File: src/rtl/audio_frame_sequencer_if.sv
// Stream and DSP handshake bundle for audio_frame_sequencer.
// slave is the sequencer side; master is the codec / DSP environment side.
interface audio_frame_sequencer_if #(
    parameter int DW = 24
);
    logic [DW-1:0] adc_l_data;
    logic          adc_l_valid;
    logic          adc_l_ready;
    logic [DW-1:0] adc_r_data;
    logic          adc_r_valid;
    logic          adc_r_ready;

    logic [DW-1:0] dac_l_data;
    logic          dac_l_valid;
    logic          dac_l_ready;
    logic [DW-1:0] dac_r_data;
    logic          dac_r_valid;
    logic          dac_r_ready;

    logic          dsp_start;
    logic [DW-1:0] dsp_l_in;
    logic [DW-1:0] dsp_r_in;
    logic          dsp_done;
    logic [DW-1:0] dsp_l_out;
    logic [DW-1:0] dsp_r_out;

    modport slave (
        input  adc_l_data, adc_l_valid, adc_r_data, adc_r_valid,
        output adc_l_ready, adc_r_ready,
        output dac_l_data, dac_l_valid, dac_r_data, dac_r_valid,
        input  dac_l_ready, dac_r_ready,
        output dsp_start, dsp_l_in, dsp_r_in,
        input  dsp_done, dsp_l_out, dsp_r_out
    );

    modport master (
        output adc_l_data, adc_l_valid, adc_r_data, adc_r_valid,
        input  adc_l_ready, adc_r_ready,
        input  dac_l_data, dac_l_valid, dac_r_data, dac_r_valid,
        output dac_l_ready, dac_r_ready,
        input  dsp_start, dsp_l_in, dsp_r_in,
        output dsp_done, dsp_l_out, dsp_r_out
    );
endinterface

File: src/rtl/audio_frame_sequencer.sv
// Per-frame L/R capture -> DSP (or bypass) -> DAC sequencer with mute and DSP watchdog.
// Define AUDIO_SEQ_STATS_EN to add the frame_cnt / tmo_cnt statistics ports.
module audio_frame_sequencer #(
    parameter int DW      = 24,
    parameter int TMO_CYC = 4096,
    parameter int CNT_W   = 16
) (
    input  logic                   clk,
    input  logic                   reset,
    audio_frame_sequencer_if.slave bus,
    input  logic                   mute,
    input  logic                   bypass,
    output logic                   busy,
    output logic                   tmo_err
`ifdef AUDIO_SEQ_STATS_EN
    ,
    output logic [CNT_W-1:0]       frame_cnt,
    output logic [CNT_W-1:0]       tmo_cnt
`endif
);
    localparam int             WD_W    = $clog2(TMO_CYC);
    localparam logic [WD_W-1:0] WD_LAST = WD_W'(TMO_CYC - 1);

    // BYP_LOAD is a one-cycle staging step so the bypassed pair loads from settled holding regs.
    typedef enum logic [1:0] {CAPTURE, PROCESS, BYP_LOAD, OUTPUT} state_t;

    state_t          state, state_nx;
    logic            run;
    logic            l_held, r_held;
    logic [DW-1:0]   l_hold, r_hold;
    logic [WD_W-1:0] wd_cnt;

    logic            l_xfer, r_xfer, pair_done;
    logic            dsp_ok, wd_exp;
    logic            l_owe, r_owe;
    logic            out_load, frame_end;
    logic [DW-1:0]   l_sel, r_sel;

    assign l_xfer    = bus.adc_l_valid & bus.adc_l_ready;
    assign r_xfer    = bus.adc_r_valid & bus.adc_r_ready;
    assign pair_done = (l_held | l_xfer) & (r_held | r_xfer);
    assign dsp_ok    = bus.dsp_done & (wd_cnt != '0);
    assign wd_exp    = (wd_cnt == WD_LAST);
    assign l_owe     = bus.dac_l_valid & ~bus.dac_l_ready;
    assign r_owe     = bus.dac_r_valid & ~bus.dac_r_ready;
    assign out_load  = (state != OUTPUT) && (state_nx == OUTPUT);
    assign frame_end = (state == OUTPUT) && (state_nx == CAPTURE);
    assign l_sel     = (state == PROCESS && dsp_ok) ? bus.dsp_l_out : l_hold;
    assign r_sel     = (state == PROCESS && dsp_ok) ? bus.dsp_r_out : r_hold;

    assign bus.dsp_l_in = l_hold;
    assign bus.dsp_r_in = r_hold;

    always_ff @(posedge clk) begin
        if (reset) state <= CAPTURE;
        else       state <= state_nx;
    end

    always_comb begin
        state_nx = state;
        case (state)
            CAPTURE:  if (pair_done) state_nx = bypass ? BYP_LOAD : PROCESS;
            PROCESS:  if (dsp_ok || wd_exp) state_nx = OUTPUT;
            BYP_LOAD: state_nx = OUTPUT;
            OUTPUT:   if (!l_owe && !r_owe) state_nx = CAPTURE;
            default:  state_nx = CAPTURE;
        endcase
    end

    always_comb begin
        bus.adc_l_ready = 1'b0;
        bus.adc_r_ready = 1'b0;
        bus.dsp_start   = 1'b0;
        tmo_err         = 1'b0;
        busy            = 1'b1;
        case (state)
            CAPTURE: begin
                busy            = 1'b0;
                bus.adc_l_ready = run & ~l_held;
                bus.adc_r_ready = run & ~r_held;
            end
            PROCESS: begin
                bus.dsp_start = (wd_cnt == '0);
                tmo_err       = wd_exp & ~dsp_ok;
            end
            default: ;
        endcase
    end

    // run holds the ready outputs low for the first cycle after reset is released.
    always_ff @(posedge clk) begin
        if (reset) begin
            run             <= 1'b0;
            l_held          <= 1'b0;
            r_held          <= 1'b0;
            l_hold          <= '0;
            r_hold          <= '0;
            wd_cnt          <= '0;
            bus.dac_l_data  <= '0;
            bus.dac_r_data  <= '0;
            bus.dac_l_valid <= 1'b0;
            bus.dac_r_valid <= 1'b0;
        end else begin
            run <= 1'b1;
            if (l_xfer) begin
                l_hold <= bus.adc_l_data;
                l_held <= 1'b1;
            end
            if (r_xfer) begin
                r_hold <= bus.adc_r_data;
                r_held <= 1'b1;
            end
            if (frame_end) begin
                l_held <= 1'b0;
                r_held <= 1'b0;
            end

            if (state == PROCESS) wd_cnt <= wd_exp ? wd_cnt : wd_cnt + WD_W'(1);
            else                  wd_cnt <= '0;

            if (out_load) begin
                bus.dac_l_data  <= mute ? '0 : l_sel;
                bus.dac_r_data  <= mute ? '0 : r_sel;
                bus.dac_l_valid <= 1'b1;
                bus.dac_r_valid <= 1'b1;
            end else begin
                if (bus.dac_l_valid && bus.dac_l_ready) bus.dac_l_valid <= 1'b0;
                if (bus.dac_r_valid && bus.dac_r_ready) bus.dac_r_valid <= 1'b0;
            end
        end
    end

`ifdef AUDIO_SEQ_STATS_EN
    always_ff @(posedge clk) begin
        if (reset) begin
            frame_cnt <= '0;
            tmo_cnt   <= '0;
        end else begin
            if (frame_end && frame_cnt != '1) frame_cnt <= frame_cnt + CNT_W'(1);
            if (tmo_err && tmo_cnt != '1)     tmo_cnt   <= tmo_cnt + CNT_W'(1);
        end
    end
`else
    // Statistics counters are not built in this configuration.
`endif
endmodule

File: src/flat_wrapper.sv
// flat-port wrapper written by rule: the top's interface ports become plain ports
module audio_frame_sequencer_flat 
#(
    parameter int DW      = 24,
    parameter int TMO_CYC = 4096,
    parameter int CNT_W   = 16
)
  (clk, reset, mute, bypass, busy, tmo_err, bus_adc_l_data, bus_adc_l_valid, bus_adc_r_data, bus_adc_r_valid, bus_adc_l_ready, bus_adc_r_ready, bus_dac_l_data, bus_dac_l_valid, bus_dac_r_data, bus_dac_r_valid, bus_dac_l_ready, bus_dac_r_ready, bus_dsp_start, bus_dsp_l_in, bus_dsp_r_in, bus_dsp_done, bus_dsp_l_out, bus_dsp_r_out);
  audio_frame_sequencer_if #(.DW(DW)) bus_i ();
  input  logic clk;
  input  logic reset;
  input  logic mute;
  input  logic bypass;
  output logic busy;
  output logic tmo_err;
  input wire logic [$bits(bus_i.adc_l_data)-1:0] bus_adc_l_data;
  input wire logic [$bits(bus_i.adc_l_valid)-1:0] bus_adc_l_valid;
  input wire logic [$bits(bus_i.adc_r_data)-1:0] bus_adc_r_data;
  input wire logic [$bits(bus_i.adc_r_valid)-1:0] bus_adc_r_valid;
  output wire logic [$bits(bus_i.adc_l_ready)-1:0] bus_adc_l_ready;
  output wire logic [$bits(bus_i.adc_r_ready)-1:0] bus_adc_r_ready;
  output wire logic [$bits(bus_i.dac_l_data)-1:0] bus_dac_l_data;
  output wire logic [$bits(bus_i.dac_l_valid)-1:0] bus_dac_l_valid;
  output wire logic [$bits(bus_i.dac_r_data)-1:0] bus_dac_r_data;
  output wire logic [$bits(bus_i.dac_r_valid)-1:0] bus_dac_r_valid;
  input wire logic [$bits(bus_i.dac_l_ready)-1:0] bus_dac_l_ready;
  input wire logic [$bits(bus_i.dac_r_ready)-1:0] bus_dac_r_ready;
  output wire logic [$bits(bus_i.dsp_start)-1:0] bus_dsp_start;
  output wire logic [$bits(bus_i.dsp_l_in)-1:0] bus_dsp_l_in;
  output wire logic [$bits(bus_i.dsp_r_in)-1:0] bus_dsp_r_in;
  input wire logic [$bits(bus_i.dsp_done)-1:0] bus_dsp_done;
  input wire logic [$bits(bus_i.dsp_l_out)-1:0] bus_dsp_l_out;
  input wire logic [$bits(bus_i.dsp_r_out)-1:0] bus_dsp_r_out;
  assign bus_i.adc_l_data = bus_adc_l_data;
  assign bus_i.adc_l_valid = bus_adc_l_valid;
  assign bus_i.adc_r_data = bus_adc_r_data;
  assign bus_i.adc_r_valid = bus_adc_r_valid;
  assign bus_adc_l_ready = bus_i.adc_l_ready;
  assign bus_adc_r_ready = bus_i.adc_r_ready;
  assign bus_dac_l_data = bus_i.dac_l_data;
  assign bus_dac_l_valid = bus_i.dac_l_valid;
  assign bus_dac_r_data = bus_i.dac_r_data;
  assign bus_dac_r_valid = bus_i.dac_r_valid;
  assign bus_i.dac_l_ready = bus_dac_l_ready;
  assign bus_i.dac_r_ready = bus_dac_r_ready;
  assign bus_dsp_start = bus_i.dsp_start;
  assign bus_dsp_l_in = bus_i.dsp_l_in;
  assign bus_dsp_r_in = bus_i.dsp_r_in;
  assign bus_i.dsp_done = bus_dsp_done;
  assign bus_i.dsp_l_out = bus_dsp_l_out;
  assign bus_i.dsp_r_out = bus_dsp_r_out;
  audio_frame_sequencer #(.DW(DW), .TMO_CYC(TMO_CYC), .CNT_W(CNT_W)) u_core (.clk(clk), .reset(reset), .bus(bus_i), .mute(mute), .bypass(bypass), .busy(busy), .tmo_err(tmo_err));
endmodule
File: config.mk
export PLATFORM = sky130hd
export DESIGN_NAME = audio_frame_sequencer_flat
export DESIGN_NICKNAME = d
export VERILOG_FILES = /design/src/rtl/audio_frame_sequencer_if.sv /design/src/rtl/audio_frame_sequencer.sv /design/src/flat_wrapper.sv
export SDC_FILE = /design/constraint.sdc
export NUM_CORES = 1
export LEC_CHECK = 0
export ABC_AREA = 1
export BUFFER_PORTS_ARGS = -buffer_cell sky130_fd_sc_hd__buf_2
export CORE_MARGIN = 4
export CORE_UTILIZATION = 35
export CTS_CLUSTER_DIAMETER = 150
export CTS_CLUSTER_SIZE = 28
export DETAILED_ROUTE_END_ITERATION = 10
export SLEW_MARGIN = 20
export SYNTH_ARGS = -nofsm -noshare
export SYNTH_HDL_FRONTEND = slang
export SYNTH_SLANG_ARGS = --single-unit
File: constraint.sdc
create_clock -name clk -period 5.06 [get_ports clk]
set_input_delay 1.012 -clock clk [delete_from_list [all_inputs] [get_ports clk]]
set_output_delay 1.012 -clock clk [all_outputs]
set_load 0.05 [all_outputs]
Yosys cells after proc, flatten, opt, wreduce, memory -nomap -nowiden
Index checks and enable logic that the tools add are counted.
Operators by class
  bitwise logic cells: 17
  muxes and demuxes: 19
  divide/modulo/power cells: 0
  multipliers: 0
  equal/unequal tests: 6
  shifts and indexed selects: 0
  reductions and logical operators: 17
  $lt $le $gt $ge: 0
  add/subtract/negate cells: 1
Operators with widths (number)
  $mux 24: 4
  $add 12x1->12 const B: 1
  $eq 12x12->1 const B: 1
  $logic_not 12->1: 1
  $reduce_bool 12->1: 1
  $mux 1: 10
  $and 1x1->1: 9
  $mux 2: 4
  $pmux 2 s4: 1
  $eq 2x2->1 const B: 3
  $logic_and 1x1->1: 6
  $not 1->1: 6
  $logic_not 2->1: 2
  $reduce_bool 2->1: 2
  $reduce_or 2->1: 2
  $eq 2x1->1 const B: 1
  $logic_not 1->1: 2
  $ne 2x2->1 const B: 1
  $or 1x1->1: 2
  $logic_or 1x1->1: 1
Word-level totals
  output and inout bits: 103
  memories: 0
  bits in registers: 115
  bits in latches: 0
  bits of input ports: 105
  bits in read-only memories: 0
  bits in writable memories: 0

Longest topological paths before layout
Gate-level depths: netlist of the first run.
  depth in word-level cells: 11
  mapped depth: 14

Worst setup path before layout of the first run
No wires, ideal clock.
  path type: input -> output
  from: input bus_dsp_done
  to: output tmo_err
  required time: 4048 ps
  arrival: 1937 ps
  slack: 2111 ps
  cell stages on the path: 4
  path buffers: 1
  cells stage by stage: buf_2 -> nand2_1 -> nand2_1 -> nor2_1
Between the ends
  cells in the longest elaborated chain, start to end: 4
RTL lines
  start: declaration: RTL line flat_wrapper.sv:31  | input wire logic [$bits(bus_i.dsp_done)-1:0] bus_dsp_done;
  $and 1x1->1: RTL line audio_frame_sequencer.sv:42  | assign dsp_ok = bus.dsp_done & (wd_cnt != '0);
  $not 1->1: RTL line audio_frame_sequencer.sv:84  | tmo_err = wd_exp & ~dsp_ok;
  $and 1x1->1: RTL line audio_frame_sequencer.sv:84
  $mux 1: RTL line audio_frame_sequencer.sv:76  | case (state)
  end: declaration: RTL line flat_wrapper.sv:15  | output logic tmo_err;
Every way passes these cells.

Worst setup path in the final report of the first run
  from: register u_core.wd_cnt[0]
  to: output tmo_err
Between the ends
  cells in the longest elaborated chain, start to end: 5
  elaborated cells on any way between the ends: 6
  classes of those cells: eq/ne (1); mux (1); bitwise (3); reduce/logical (1)
RTL lines
  start: declaration: RTL line audio_frame_sequencer.sv:31  | logic [WD_W-1:0] wd_cnt;
  start signal: assignment: RTL line audio_frame_sequencer.sv:118  | if (state == PROCESS) wd_cnt <= wd_exp ? wd_cnt : wd_cnt + WD_W'(1);
  $reduce_bool 12->1: RTL line audio_frame_sequencer.sv:42
  $and 1x1->1: RTL line audio_frame_sequencer.sv:42
  $not 1->1: RTL line audio_frame_sequencer.sv:84
  $and 1x1->1 *: RTL line audio_frame_sequencer.sv:84
  $mux 1 *: RTL line audio_frame_sequencer.sv:76
Mark *: on every way between the ends. The rest lies on a longest branch, timed or not.

==> results of run 1 <==
==> final cells by class <==
class	count	area [µm²]	share of cell area, %
Timing Repair Buffer	210	1060	14.9
Tap cell	211	264	3.71
Inverter	122	458	6.44
Sequential cell	115	2300	32.4
Clock buffer	23	478	6.72
Multi-Input combinational cell	578	2470	34.8
Clock inverter	6	80.1	1.13
==> sequential cells by signal, indices dropped and copies added, names as in the netlist <==
register                cells
u_core.bus.dac_l_data      24
u_core.state                2
u_core.bus.dsp_r_in        24
u_core.bus.dac_l_valid      1
u_core.l_held               1
u_core.bus.dsp_l_in        24
u_core.wd_cnt              12
u_core.bus.dac_r_valid      1
u_core.bus.dac_r_data      24
u_core.run                  1
u_core.r_held               1
==> how the worst max path moves through the flow <==
| stage | startpoint | endpoint | cells after the start |
|---|---|---|---|
| detailed placement | bus_dsp_done | u_core.bus.dac_l_data[11] | 7 |
| global placement | bus_dsp_done | u_core.bus.dac_l_data[11] | 7 |
| floorplan | bus_dsp_done | tmo_err | 4 |
| CTS | u_core.wd_cnt[0] | tmo_err | 5 |
| finish | u_core.wd_cnt[0] | tmo_err | 5 |
| global route | u_core.wd_cnt[0] | tmo_err | 5 |
==> synthesized netlist by cell type <==
master,instances
nand3_2,1
and3_1,1
dfxtp_1,115
xor2_1,2
o21ai_0,53
o21ai_1,1
nand2_2,2
nand2_1,214
and2_1,1
a21boi_0,1
buf_6,5
nand4_1,8
nor2_2,5
nand3b_1,1
nor4_1,1
buf_2,13
buf_1,1
ha_1,2
or2_2,2
nand2_4,1
nand3_1,20
clkinv_1,1
a21oi_1,64
nor2_1,190
a31oi_1,3
nand4_2,1
nor3_1,4
inv_1,121
clkbuf_1,28
==> power by group through the flow <==
| stage | sequential, W | combinational [W] | clock [W] |
|---|---|---|---|
| 6_report | 0.00101 | 0.000587 | 0.00115 |
| 5_1_grt | 0.00102 | 0.000641 | 0.00121 |
| 4_1_cts | 0.00101 | 0.000595 | 0.00118 |
| 3_5_place_dp | 0.00103 | 0.000593 | 0 |
| 3_3_place_gp | 0.00102 | 0.000592 | 0 |
| 2_1_floorplan | 0.00125 | 0.000215 | 0 |
==> cells in the final DEF, fill, tap and decap left out, drive strengths merged <==
cell and instances:
clkbuf 23, nor4 1, a21oi 64, and2 1, bufinv 2, inv 122
nor2 195, o21ai 54, ha 2, nand4 9, nor3 4, dfxtp 115
nand3 21, or2 2, a31oi 3, nand3b 1, nand2 217, xor2 2
buf 210, and3 1, clkinv 4, a21boi 1
==> logic make-up (layout without fill, tap and decap cells) <==
kind of cell             Yosys count  after routing  synth area share, %
buffers and inverters            169            361                 12.6
flip-flops                       115            115                 42.2
adder cells (fa/ha/maj)            2              2                0.459
AND/OR/NAND/NOR                  452            452                 33.1
XOR/XNOR                           2              2                0.321
AO/OA/AOI/OAI                    122            122                 11.3
==> worst reg2reg max path: cells and delay by family (launching register included) <==
kind | cells | cell delay, ps
AND/OR/NAND/NOR | 8 | 1910
flip-flops | 1 | 370
adder cells (fa/ha/maj) | 1 | 230
==> metrics by stage <==
stage | hold slack [ps] | cells | util [%]
detailed placement | 459 | 1236 | 43.0
CTS | 466 | 1265 | 46.6
floorplan | 444 | 862 | -
global route | 486 | 1265 | 46.6
global placement | 457 | 1236 | 43.0
finish | 465 | 1265 | 46.6
==> layer usage <==
layer | vias to the layer above | share of wire (%) | global-route usage (%) | wire length [µm]
met5 | - | 0.21 | 0 | 34
met4 | 6 | 1.6 | 7.45 | 249
met3 | 21 | 6.9 | 5.70 | 1100
met2 | 171 | 45 | 27.5 | 7170
met1 | 2430 | 46 | 22.8 | 7350
li1 | 2980 | - | - | -
==> metrics.txt, run 1 <==
fin area around 0.0071 mm²; Avg Synthesized Cell Area between 6 and 7 µm²; cts repair resizes 0; Comb pwr share about a fifth; clock skew about 9.0 ps; HP Start u_core.bus.dsp_l_in[20]; synth top area cells dfxtp_1 42%, nand2_1 15%, nor2_1 13%; Area after DPL about 0.0066 mm²; First DRT Iteration DRCs between 200 and 300; Critical Path AT around 2000 ps; DRC viols 0; HPWL after DPL between 10000 and 15000 µm; min cycle time layout between 3000 and 4000 ps; All-Layer GR Usage 17.8%; DRT Wirelength about 16000 µm; Synth Register Bits 115; overall power 0.00275 W; Final Hold Vio Count 0; Area Overhead vs Synth 30.5%; Max-Cap Viols 0; leakage 4.11 nW; post-synthesis sequential area ratio approximately 42%; drt wl/cell between 10 and 15 µm; Layout Nets 1151; Crit path buffers/inverters 1; drt first pass iters 4; CTS H-tree lvls 4; first-pass GRT wire length ~25000 µm; FF-to-FF path depth 9; Routed Antenna Nets 0; Hold EP u_core.bus.dsp_l_in[20]; CP Cell Sequence ha_1 -> and3_1 -> nand4_2 -> nor2_1 -> buf_2; Crit path max-delay family simple AND/OR/NAND/NOR gates; Initial Util about 36%; DP Worst Slack between 2000 and 2500 ps; Syn Nets just under 1000; Hold Path Class register to register; Ant. Diodes 0; Setup Buffers After CTS 0; GP Congestion ~0.79; std cell rows 45; library cells used by synthesis 29; Critical Path RT between 4000 and 5000 ps; clock sinks roughly 120; CTS max path bufs 2; initial antenna violation count 3; Yosys top cell area share 42.2%; grt ovf 0; core area approximately 0.015 mm²; clock latency on the worst-skew pair between 400 and 500 ps; status completed; reg-to-reg endpoint u_core.bus.dac_r_data[14]; Relative slew margins between 30% and 40%; CP Max Fanout 15; Vias 5608; cts-stage hold buffer count 0; Max Freq about 330 MHz; # fillers approximately 1600; Switch Pwr roughly 0.00087 W; Worst IR Drop VDD ~0.00023 V; die area ~0.018 mm²; Sw Share between 30% and 40%; Num CTS Buffers 17; CP startpoint kind register; Crit. End Element primary output; unrepaired setup endpoints after global routing no; period utilisation layout 59.6%; Seq pwr share a little under two fifths; number of I/O port buffers just over 200; Crit-path slowest cell dfxtp_1; Crit Path Category register to primary output; clock transition at the registers of the reported paths approximately 50 ps; Yosys top cell by area dfxtp_1; reg2reg start u_core.wd_cnt[0]; Clk pwr share 41.9%; warnings from Yosys 0; cells after synthesis 862; final worst slack 2040 ps; hold depth 2; vias in the first global route 5020; largest net degree at the start of global routing 91; root buf cell clkbuf_16; layout cell share with drive strength beyond 1 approximately a quarter; # setup viols final 0; Least-Margin Pin Slew approximately 1000 ps; max-slew violations 0; PD cells between 300 and 400 mW/mm²; Worst R2R Setup Slack between 2000 and 2500 ps; setup TNS 0 ps; Die W between 100 and 150 µm; Die Y between 100 and 150 µm; vias per inst 4.43; internal power approximately 0.0019 W; I/O Pins 208; Crit path largest cell delay ~370 ps; TritonCTS clock tree done; post-synthesis cell area 0.00545 mm²
Power figures use the tool's default switching activity.
==> run 2, diff against run 1 <==
- clock period: 5.06 -> 2.8 ns (I/O delays scaled with it)
==> run 2 against run 1 <==
- sequential power up 80%
- sequential cell count did not move
- non-clock buffer count up 7
- wire length rose by 1.3%
- register-to-register slack worse by 1900 ps
- total power increased by 87%
- sequential share of layout area decreased by 0.54 points
- core utilization increased by 0.80 points
- worst hold slack lost 44 ps
==> metrics.txt, run 2 (synthesis results as in run 1) <==
status completed; Hold Path Class primary input to register; HP Start reset; vias in the first global route roughly 5100; initial antenna violation count 0; drt first pass iters 4; drt wl/cell ~13 µm; TritonCTS clock tree done; clock skew slightly above 7 ps; clock sinks 115; largest net degree at the start of global routing 87; root buf cell clkbuf_16; commonest non-fill, non-tap cells in the layout 214 x nand2_1, 207 x buf_2, 190 x nor2_1, 120 x inv_1, 115 x dfxtp_1; Num CTS Buffers 17; reg-to-reg endpoint u_core.bus.dac_l_data[4]; grt ovf 0; FF-to-FF path depth 11; Max-Cap Viols 0; DRT Wirelength 16100 µm; HPWL after DPL between 10000 and 15000 µm; leakage roughly 4.2 nW; vias per inst ~4.4; GP Congestion 0.792; Hold EP u_core.bus.dac_r_valid; setup TNS 0 ps; first-pass GRT wire length between 20000 and 30000 µm; period utilisation layout approximately nine tenths; die area ~0.018 mm²; Layout Nets 1158; Critical Path AT between 2000 and 2500 ps; Initial Util 35.7%; min cycle time layout approximately 2600 ps; PD cells 709 mW/mm²; Critical Path RT roughly 2200 ps; Routed Antenna Nets 0; CP Max Fanout 15; Worst IR Drop VDD roughly 0.00042 V; Crit Path Category register to primary output; reg2reg start u_core.wd_cnt[0]; # fillers around 1600; max-slew violations 0; Relative slew margins roughly two thirds; Max Freq ~400 MHz; DRC viols 0; clock transition at the registers of the reported paths about 50 ps; All-Layer GR Usage 18.1%; cts-stage hold buffer count 0; Setup Buffers After CTS 0; Clk pwr share between 40 and 50%; number of I/O port buffers 207; Final Hold Vio Count 0; Area Overhead vs Synth 32.7%; core area roughly 0.015 mm²; CP startpoint kind register; clock latency on the worst-skew pair approximately 400 ps; final core occ 47.4%; Sw Share about a third; Seq pwr share 35.5%; Ant. Diodes 0; Least-Margin Pin Slew around 520 ps; # setup viols final 0; unrepaired setup endpoints after global routing no; hold depth 2; Die W 133 µm; Die Y between 100 and 150 µm; I/O Pins around 210; Vias approximately 5600; internal power 0.00352 W; layout cell share with drive strength beyond 1 24.2%; cts repair resizes 0; First DRT Iteration DRCs ~270; CTS max path bufs 2; std cell rows 45; Switch Pwr 0.00161 W; commonest non-fill, non-tap cell in the layout nand2_1; Worst R2R Setup Slack roughly 590 ps; crit path launch u_core.wd_cnt[0]; Crit. End Element primary output; CTS H-tree lvls 4; Comb pwr share between 20% and 30%
-- run 2: final cells by class --
cell class / count / area, µm² / area share, %
sequential: 115 / 2300 / 31.8
timing repair buffer: 217 / 1140 / 15.7
inverter: 122 / 458 / 6.33
multi-input combinational: 578 / 2470 / 34.2
tap: 211 / 264 / 3.65
clock inverter: 10 / 158 / 2.18
clock buffer: 22 / 444 / 6.14
-- run 2: worst max-delay path by stage --
stage / cells past startpoint / to / slack [ps]
after floorplan: 7 / u_core.bus.dsp_l_in[15] / 50
after global placement: 5 / tmo_err / 650
after detailed placement: 12 / u_core.bus.dac_l_data[23] / 600
after CTS: 5 / tmo_err / 180
after global routing: 5 / tmo_err / 70
final: 5 / tmo_err / 230
-- run 2: power groups by stage --
stage | Clock (W) | Sequential (W) | Combinational (W)
floorplan | 0 | 0.00225 | 0.000389
global placement | 0 | 0.00185 | 0.00108
detailed placement | 0 | 0.00185 | 0.00108
CTS | 0.00229 | 0.00182 | 0.00108
global route | 0.00237 | 0.00184 | 0.00117
finish | 0.00224 | 0.00182 | 0.00107
-- run 2: metal layers --
metal	part of all wire (%)	GRT usage (%)
met1	45	22.6
met2	45	28.8
met3	7.2	6.20
met4	2.0	6.99
met5	0	0
-- run 2: per-stage QoR --
| step | hold WS (ps) | setup WS (ps) | std cells | power, W | instance area (µm²) |
|---|---|---|---|---|---|
| 2_1_floorplan | 444 | 52.0 | 862 | 0.00264 | 5450 |
| 3_3_place_gp | 455 | 649 | 1243 | 0.00293 | 6640 |
| 3_5_place_dp | 455 | 598 | 1243 | 0.00293 | 6640 |
| 4_1_cts | 391 | 177 | 1275 | 0.00520 | 7240 |
| 5_1_grt | 420 | 65.5 | 1275 | 0.00538 | 7240 |
| 6_report | 421 | 229 | 1275 | 0.00513 | 7240 |
-- run 2: worst max-delay path: stages, from the launching register on --
cell and delay (ps):
dfxtp_1 370, ha_1 210, and3_1 180, nand4_2 300, nor2_1 240, buf_2 290
==> run 3, diff against run 2 <==
- CELL_PAD_IN_SITES_DETAIL_PLACEMENT: unset -> 0
- CELL_PAD_IN_SITES_GLOBAL_PLACEMENT: unset -> 1
- CORE_UTILIZATION: 35 -> 33
- PLACE_DENSITY_LB_ADDON: unset -> 0.1
==> run 3 against run 2 <==
- global-route usage down 0.29 points
- sequential share of layout area about the same
- total power down 1.0%
- sequential cell count unchanged
- via count down 2.0%
- clock-buffer cell count up 4
- die area up 5.7%
- non-clock buffer count up 1
- setup slack better by 40 ps
- cell area up 0.12%
==> metrics.txt, run 3 (synthesis results as in run 1) <==
number of I/O port buffers approximately 210; clock transition at the registers of the reported paths around 50 ps; overall power 0.00508 W; commonest non-fill, non-tap cells in the layout 214 x nand2_1, 207 x buf_2, 190 x nor2_1, 120 x inv_1, 115 x dfxtp_1; clock skew ~9 ps; cts-stage hold buffer count 0; Worst setup endpoint tmo_err; HPWL after DPL approximately 12000 µm; final worst slack 269 ps; Num CTS Buffers 17; unrepaired setup endpoints after global routing no; TritonCTS clock tree done; Max-Cap Viols 0; Relative slew margins around 63%; commonest non-fill, non-tap cell in the layout nand2_1; Area Overhead vs Synth 32.9%; Setup Buffers After CTS 0; All-Layer GR Usage roughly 18%; Worst IR Drop VDD roughly 0.00053 V; period utilisation layout ~90%; std cell rows between 40 and 50; core area approximately 0.016 mm²; CP Max Fanout 15; drt wl/cell approximately 13 µm; grt ovf 0; min cycle time layout 2530 ps; layout cell share with drive strength beyond 1 ~24%; Initial Util 34.0%; Clk pwr share 42.9%; Critical Path RT between 2000 and 2500 ps; CTS max path bufs 2; I/O Pins 208; Routed Antenna Nets 0; reg2reg start u_core.wd_cnt[0]; root buf cell clkbuf_16; Switch Pwr between 0.0015 and 0.002 W; Worst R2R Setup Slack 580 ps; leakage 4.18 nW; CTS H-tree lvls 4; GP Congestion 0.756; clock latency on the worst-skew pair slightly above 400 ps; largest net degree at the start of global routing 99; Die Y approximately 140 µm; Die W between 100 and 150 µm; fin area between 0.007 and 0.008 mm²; Layout Nets around 1200; # setup viols final 0; Final Hold Vio Count 0; Crit Path Category register to primary output; vias per inst 4.30; internal power between 0.003 and 0.004 W; setup TNS 0 ps; DRT Wirelength 16600 µm; Sw Share about a third; Ant. Diodes 0; die area around 0.019 mm²; drt first pass iters 4; PD cells between 700 and 800 mW/mm²; DP Worst Slack roughly 590 ps; cts repair resizes 0; Critical Path AT 1970 ps; Max Freq just under 400 MHz; vias in the first global route about 5000; CP startpoint kind register; Least-Margin Pin Slew ~560 ps; Area after DPL 0.00666 mm²; Seq pwr share between 30% and 40%; DRC viols 0; Vias ~5500; FF-to-FF path depth 11; crit path launch u_core.wd_cnt[0]; First DRT Iteration DRCs ~270; Comb pwr share a little over a fifth; Crit. End Element primary output; Hold Path Class primary input to register; # fillers ~1800; initial antenna violation count 0; Hold WS 412 ps; max-slew violations 0; first-pass GRT wire length between 20000 and 30000 µm; clock sinks roughly 120; status completed; reg-to-reg endpoint u_core.bus.dac_r_data[2]
[run 3: final cells by class]
| type | instances | area [µm²] | share of cell area, % |
|---|---|---|---|
| clock inverter | 4 | 70.1 | 0.967 |
| clock buffer | 26 | 519 | 7.17 |
| inverter | 122 | 458 | 6.32 |
| tap | 216 | 270 | 3.73 |
| sequential | 115 | 2300 | 31.8 |
| timing repair buffer | 218 | 1160 | 16.0 |
| multi-input combinational | 578 | 2470 | 34.1 |
[run 3: power groups by stage]
stage          clock [W]  combinational (W)  sequential (W)
4_1_cts          0.00224            0.00109         0.00182
5_1_grt          0.00232            0.00118         0.00183
2_1_floorplan          0           0.000389         0.00225
3_5_place_dp           0            0.00108         0.00185
3_3_place_gp           0            0.00109         0.00185
6_report         0.00218            0.00108         0.00182
[run 3: worst min path at each step]
stage | from | endpoint | slack (ps) | cells past startpoint
detailed placement | u_core.bus.dsp_r_in[8] | u_core.bus.dsp_r_in[8] | 460 | 2
floorplan | u_core.l_held | u_core.l_held | 440 | 2
global route | reset | u_core.state[1] | 420 | 2
global placement | u_core.bus.dsp_r_in[7] | u_core.bus.dsp_r_in[7] | 460 | 2
finish | reset | u_core.state[0] | 410 | 2
CTS | reset | u_core.state[0] | 390 | 2
[run 3: routing by layer]
metal,routed length [µm],vias to the layer above,global-route usage [%]
li1,-,2998,-
met1,7860,2348,23.9
met2,7230,148,27.2
met3,1390,12,6.25
met4,164,0,4.87
met5,0,-,0
[run 3: worst max-delay path, cell delays in order, from the launching register on]
cell and delay, ps:
dfxtp_1 370, ha_1 220, and3_1 180, nand4_2 310, nor2_1 190, buf_2 280
[run 3: stage by stage]
stage / utilization (%) / std cells
finish: 45.1 / 1279
global route: 45.1 / 1279
CTS: 45.1 / 1279
detailed placement: 41.5 / 1249
global placement: 41.5 / 1249
floorplan: - / 862
